### src/rtl/mux8_rr_arbiter_pkg.sv
// Shared constants, state encoding and output payload for the 8-way round-robin mux arbiter.
package mux8_rr_arbiter_pkg;

    localparam int unsigned N_REQ = 8;
    localparam int unsigned SEL_W = 3;

    typedef enum logic [1:0] {
        IDLE    = 2'd0,
        HOLD    = 2'd1,
        RELEASE = 2'd2
    } state_t;

    typedef struct packed {
        logic [N_REQ-1:0] grant;
        logic [SEL_W-1:0] sel;
        logic             busy;
        logic             timeout;
    } arb_out_t;

    function automatic logic [N_REQ-1:0] onehot(input logic [SEL_W-1:0] k);
        onehot = N_REQ'(1) << k;
    endfunction

endpackage

### src/rtl/rr_pick8.sv
// Rotating-priority search: first set request strictly after ptr, wrapping 7 -> 0.
module rr_pick8
    import mux8_rr_arbiter_pkg::*;
(
    input  logic [N_REQ-1:0] req,
    input  logic [SEL_W-1:0] ptr,
    output logic [SEL_W-1:0] idx,
    output logic             found
);

    logic [SEL_W-1:0] cand;

    // Walk from lowest to highest priority so the highest-priority hit wins.
    always_comb begin
        idx   = ptr;
        cand  = ptr;
        found = |req;
        for (int i = N_REQ; i >= 1; i--) begin
            cand = ptr + SEL_W'(i);
            if (req[cand]) begin
                idx = cand;
            end
        end
    end

endmodule

### src/rtl/mux8_rr_arbiter.sv
// Round-robin owner of a shared 8:1 bit mux: registered select/grant, bounded tenure, dead cycle on release.
module mux8_rr_arbiter
    import mux8_rr_arbiter_pkg::*;
#(
    parameter int unsigned MAX_HOLD = 15,
    parameter int unsigned CW       = 4
) (
    input  logic             clk,
    input  logic             rst,
    input  logic [N_REQ-1:0] req,
    input  logic             done,
    output logic [SEL_W-1:0] sel,
    output logic [N_REQ-1:0] grant,
    output logic             busy,
    output logic             timeout
);

    localparam logic [CW-1:0] CNT_MAX   = '1;
    localparam logic [CW-1:0] HOLD_LAST = CW'(MAX_HOLD - 1);

    state_t           state_q, state_d;
    arb_out_t         out_q, out_d;
    logic [CW-1:0]    cnt_q, cnt_d;
    logic [SEL_W-1:0] last_q, last_d;
    logic [SEL_W-1:0] pick_idx;
    logic             pick_found;
    logic             hold_exp;
    logic             rel;

    rr_pick8 u_pick (
        .req   (req),
        .ptr   (last_q),
        .idx   (pick_idx),
        .found (pick_found)
    );

    always_ff @(posedge clk) begin
        if (rst) begin
            state_q <= IDLE;
            out_q   <= '0;
            cnt_q   <= '0;
            last_q  <= SEL_W'(N_REQ - 1);
        end else begin
            state_q <= state_d;
            out_q   <= out_d;
            cnt_q   <= cnt_d;
            last_q  <= last_d;
        end
    end

    always_comb begin
        state_d       = state_q;
        out_d         = out_q;
        out_d.timeout = 1'b0;
        cnt_d         = cnt_q;
        last_d        = last_q;
        hold_exp      = 1'b0;
        rel           = 1'b0;

        case (state_q)
            IDLE: begin
                if (pick_found) begin
                    out_d.grant = onehot(pick_idx);
                    out_d.sel   = pick_idx;
                    out_d.busy  = 1'b1;
                    cnt_d       = '0;
                    state_d     = HOLD;
                end
            end
            HOLD: begin
                cnt_d    = (cnt_q == CNT_MAX) ? cnt_q : cnt_q + CW'(1);
                hold_exp = (MAX_HOLD != 0) && (cnt_q == HOLD_LAST);
                rel      = done || !req[out_q.sel] || hold_exp;
                // Timeout is reported only when nothing else would have ended the tenure.
                if (rel) begin
                    out_d.grant   = '0;
                    out_d.busy    = 1'b0;
                    out_d.timeout = hold_exp && !done && req[out_q.sel];
                    last_d        = out_q.sel;
                    cnt_d         = '0;
                    state_d       = RELEASE;
                end
            end
            RELEASE: begin
                state_d = IDLE;
            end
            default: begin
                state_d = IDLE;
            end
        endcase
    end

    assign sel     = out_q.sel;
    assign grant   = out_q.grant;
    assign busy    = out_q.busy;
    assign timeout = out_q.timeout;

endmodule

### config.mk
export PLATFORM = sky130hd
export DESIGN_NAME = mux8_rr_arbiter
export DESIGN_NICKNAME = d
export VERILOG_FILES = /design/src/rtl/mux8_rr_arbiter_pkg.sv /design/src/rtl/rr_pick8.sv /design/src/rtl/mux8_rr_arbiter.sv
export SDC_FILE = /design/constraint.sdc
export NUM_CORES = 1
export LEC_CHECK = 0
export CAP_MARGIN = 20
export CORE_MARGIN = 2
export CORE_UTILIZATION = 29
export DETAILED_ROUTE_END_ITERATION = 6
export PLACE_DENSITY = 0.44
export SLEW_MARGIN = 10
export SYNTH_ARGS = -nofsm -noshare
export SYNTH_HDL_FRONTEND = slang
export SYNTH_SLANG_ARGS = --single-unit
### constraint.sdc
create_clock -name clk -period 5.65 [get_ports clk]
set_input_delay 1.13 -clock clk [delete_from_list [all_inputs] [get_ports clk]]
set_output_delay 1.13 -clock clk [all_outputs]
set_load 0.02 [all_outputs]
==> reports/qor.tcl <==
set qor(clock_root_buffer) {clkbuf_8}
set qor(finalCriticalPeriod_ns) 3.877
set qor(chipHeight_um) 79.84
set qor(globalplace.congestion) 0.9106
set qor(cts_made_buffers) 3
set qor(worst_r2r_path_depth) 9
set qor(grt_first_pass_wirelength_mm) 7.010
set qor(synth-main-ff-cell) {dfxtp_1}
set qor(cts_tree) {built}
set qor(fin_util_pct) 36.00
set qor(vias_per_cell) 5.375
set qor(drt-wirelength-per-cell_um) 15.48
set qor(flow.area_growth_from_synthesis_pct) 19.58
set qor(detail_route.wirelength_mm) 4.257
set qor(setup.worst_path.end) {grant[1]}
set qor(power_per_unit_of_standard_cell_area_nw_per_um2) 457.4
set qor(cts.sinks) 22
set qor(hold_buf_count_cts) 0
set qor(port-buffer-count) 23
set qor(cts_buffer_depth) 2
set qor(max_freq_ghz) 0.2580
set qor(drt_first_pass_iters) 4
set qor(worst-r2r-setup-slack_ns) 1.83
set qor(number_of_hold_slack_violations_in_the_final_timing_report) 0
set qor(netlist.area_leader.share_pct) 26.41
set qor(starting_utilization_of_the_core_area_pct) 30.10
set qor(crit_share_post_route_pct) 68.61
set qor(core.rowCount) 27
set qor(initialDrtViolationCount) 110
set qor(fin_skew_ns) 0.002577
set qor(drc) 0
set qor(hold_path.class) {reg2reg}
set qor(post-dp-hpwl_mm) 3.285
set qor(unrepaired_setup_endpoints_after_global_routing) {no}
set qor(report.final.slew_viol_count) 0
set qor(outcome) {completed}
set qor(crit_start) {req[4]}
set qor(dieWidth_um) 79.84
set qor(vdd_ir_drop_max_mv) 0.1735
set qor(crit_path_start_kind) {input port}
set qor(synth.top_cells.by_count) {dfxtp_1 (22), nor2_1 (20), nand2_1 (17), mux2i_1 (13), inv_1 (10)}
set qor(antenna_cells_inserted) 0
set qor(final.fill_count) 575
set qor(cp.required_ns) 5.82
set qor(core_ar_um2) 5540
set qor(post_cts.repair.setup_buffers) 0
set qor(die_area_um2) 6374
set qor(setup-violations-final) 0
set qor(grt.total_usage_pct) 13.80
set qor(multiInputGateArea_um2) 1136
set qor(ys_async_sr_fraction_pct) 0
set qor(synthCells) 185
set qor(synth_warnings) 0
set qor(htree_levels) 1
set qor(ratio_of_cells_with_drive_above_1_in_the_final_layout_pct) 8.867
set qor(grt_max_degree) 18
set qor(via_count_of_the_first_global_routing_pass) 1433
set qor(critPathKind) {in2reg}
set qor(synth.ff_latch_count) 22
set qor(final.setup.tns_ns) 0
set qor(synth.most_common_cell) {dfxtp_1}
set qor(detailroute.via_count) 1478
set qor(critical_path.endpoint_type) {flop}
set qor(reg2reg_to) {grant[1]}
set qor(final_net_count) 220
set qor(ff_latch_area_um2) 440.4
set qor(yosysTopAreaCell) {dfxtp_1}
set qor(synth.top_cells.by_area) {dfxtp_1 (26%), mux4_2 (11%), mux2i_1 (7.8%)}
set qor(critPathMaxFanout) 8
set qor(antenna_violations_before_repair) 0
set qor(clkTransAtPathRegs_ns) 0.07
set qor(worst_skew_pair.late_latency_ns) 0.25
set qor(grt_overflow_total) 0
set qor(pin_count) 24
set qor(leakagePower_nw) 0.7783
set qor(count_of_maximum_capacitance_violations) 0
set qor(synth.net_count) 200
set qor(worst_pin_slew_ns) 0.9140
set qor(relSlewSlack_pct) 39.07
set qor(cp_data_arrival_time_ns) 4.05
set qor(crit-reg2reg-launch) {last_q[1]}
set qor(synth_seq_area_share_pct) 26.41
set qor(mappedNetlistArea_um2) 1668
set qor(post_cts_resize_count) 0
set qor(synth_area_per_cell_um2) 9.015
set qor(yosysUniqueCellTypes) 44
set qor(number_of_enable_type_register_cells_in_the_synthesized_netlist) 0
set qor(drtAntennaViolNets) 0
-- flip-flops by register name, indices dropped and copies added, names as in the netlist --
signal / flops
busy: 1
cnt_q: 4
grant: 8
last_q: 3
sel: 3
state_q: 2
timeout: 1
-- worst min-delay path by stage --
stage | endpoint | slack [ns] | cells past startpoint | start
2_1_floorplan | cnt_q[3] | 0.46 | 2 | cnt_q[3]
3_3_place_gp | grant[3] | 0.44 | 2 | grant[3]
3_5_place_dp | grant[4] | 0.44 | 2 | grant[4]
4_1_cts | grant[4] | 0.46 | 2 | grant[4]
5_1_grt | grant[3] | 0.48 | 2 | grant[3]
6_report | grant[4] | 0.46 | 2 | grant[4]
-- layer usage --
layer  track usage [%]  routed length, µm  up-vias
met5                 0                  0        -
met4             3.729                 42        0
met3             1.584                149        4
met2             23.03               2087       33
met1             18.86               1977      704
li1                  -                  -      737
-- cell type report --
cell class                      count  area share (%)
Inverter                           11           2.070
Timing Repair Buffer               25           12.30
Multi-Input combinational cell    142           56.96
Sequential cell                    22           22.08
Tap cell                           72           4.517
Clock buffer                        3           2.070
-- where the power goes --
group	switching (W)	total [W]	internal (W)
logic	0.000329	0.000586	0.000257
registers	0.0000407	0.000233	0.000193
clock network	0.0000450	0.0000924	0.0000474
-- layout by cell type, fill, tap and decap left out, drive strengths merged, types with 4 or more instances in the layout --
| cell | count |
|---|---|
| a21oi | 8 |
| mux2i | 13 |
| xor2 | 4 |
| nor2 | 20 |
| clkdlybuf4s50 | 23 |
| o21ai | 5 |
| nand2 | 17 |
| a211oi | 6 |
| nand3 | 4 |
| mux4 | 11 |
| o31ai | 8 |
| ha | 4 |
| inv | 11 |
| dfxtp | 22 |
-- worst max-delay path, cell delays in order --
cell	delay (ns)
clkdlybuf4s50_1	0.53
mux4_2	0.58
a221oi_1	0.31
a41oi_1	0.07
a31o_1	0.25
a222oi_1	0.79
inv_2	0.13
o31ai_1	0.24
-- stage by stage --
stage / cells / setup slack (ns) / power (W) / instance area (µm²) / hold WS (ns)
floorplan: 185 / 2.439 / 0.0006621 / 1668 / 0.4617
global placement: 272 / 1.605 / 0.0008206 / 1953 / 0.4445
detailed placement: 272 / 1.497 / 0.0008227 / 1953 / 0.4412
CTS: 275 / 1.776 / 0.0009204 / 1994 / 0.4590
global route: 275 / 1.503 / 0.0009896 / 1994 / 0.4840
finish: 275 / 1.773 / 0.0009121 / 1994 / 0.4553
-- logic make-up (layout without fill, tap and decap cells) --
kind of cell	count (synthesis)	after routing	synth area share, %
simple gates	58	58	16.05
compound gates	47	47	20.56
mux	27	27	25.36
flops	22	22	26.41
buf+inv	21	39	5.476
xor+xnor	6	6	3.151
fa+ha+maj	4	4	3.001
No activity file was read; power rests on OpenSTA's default activity.
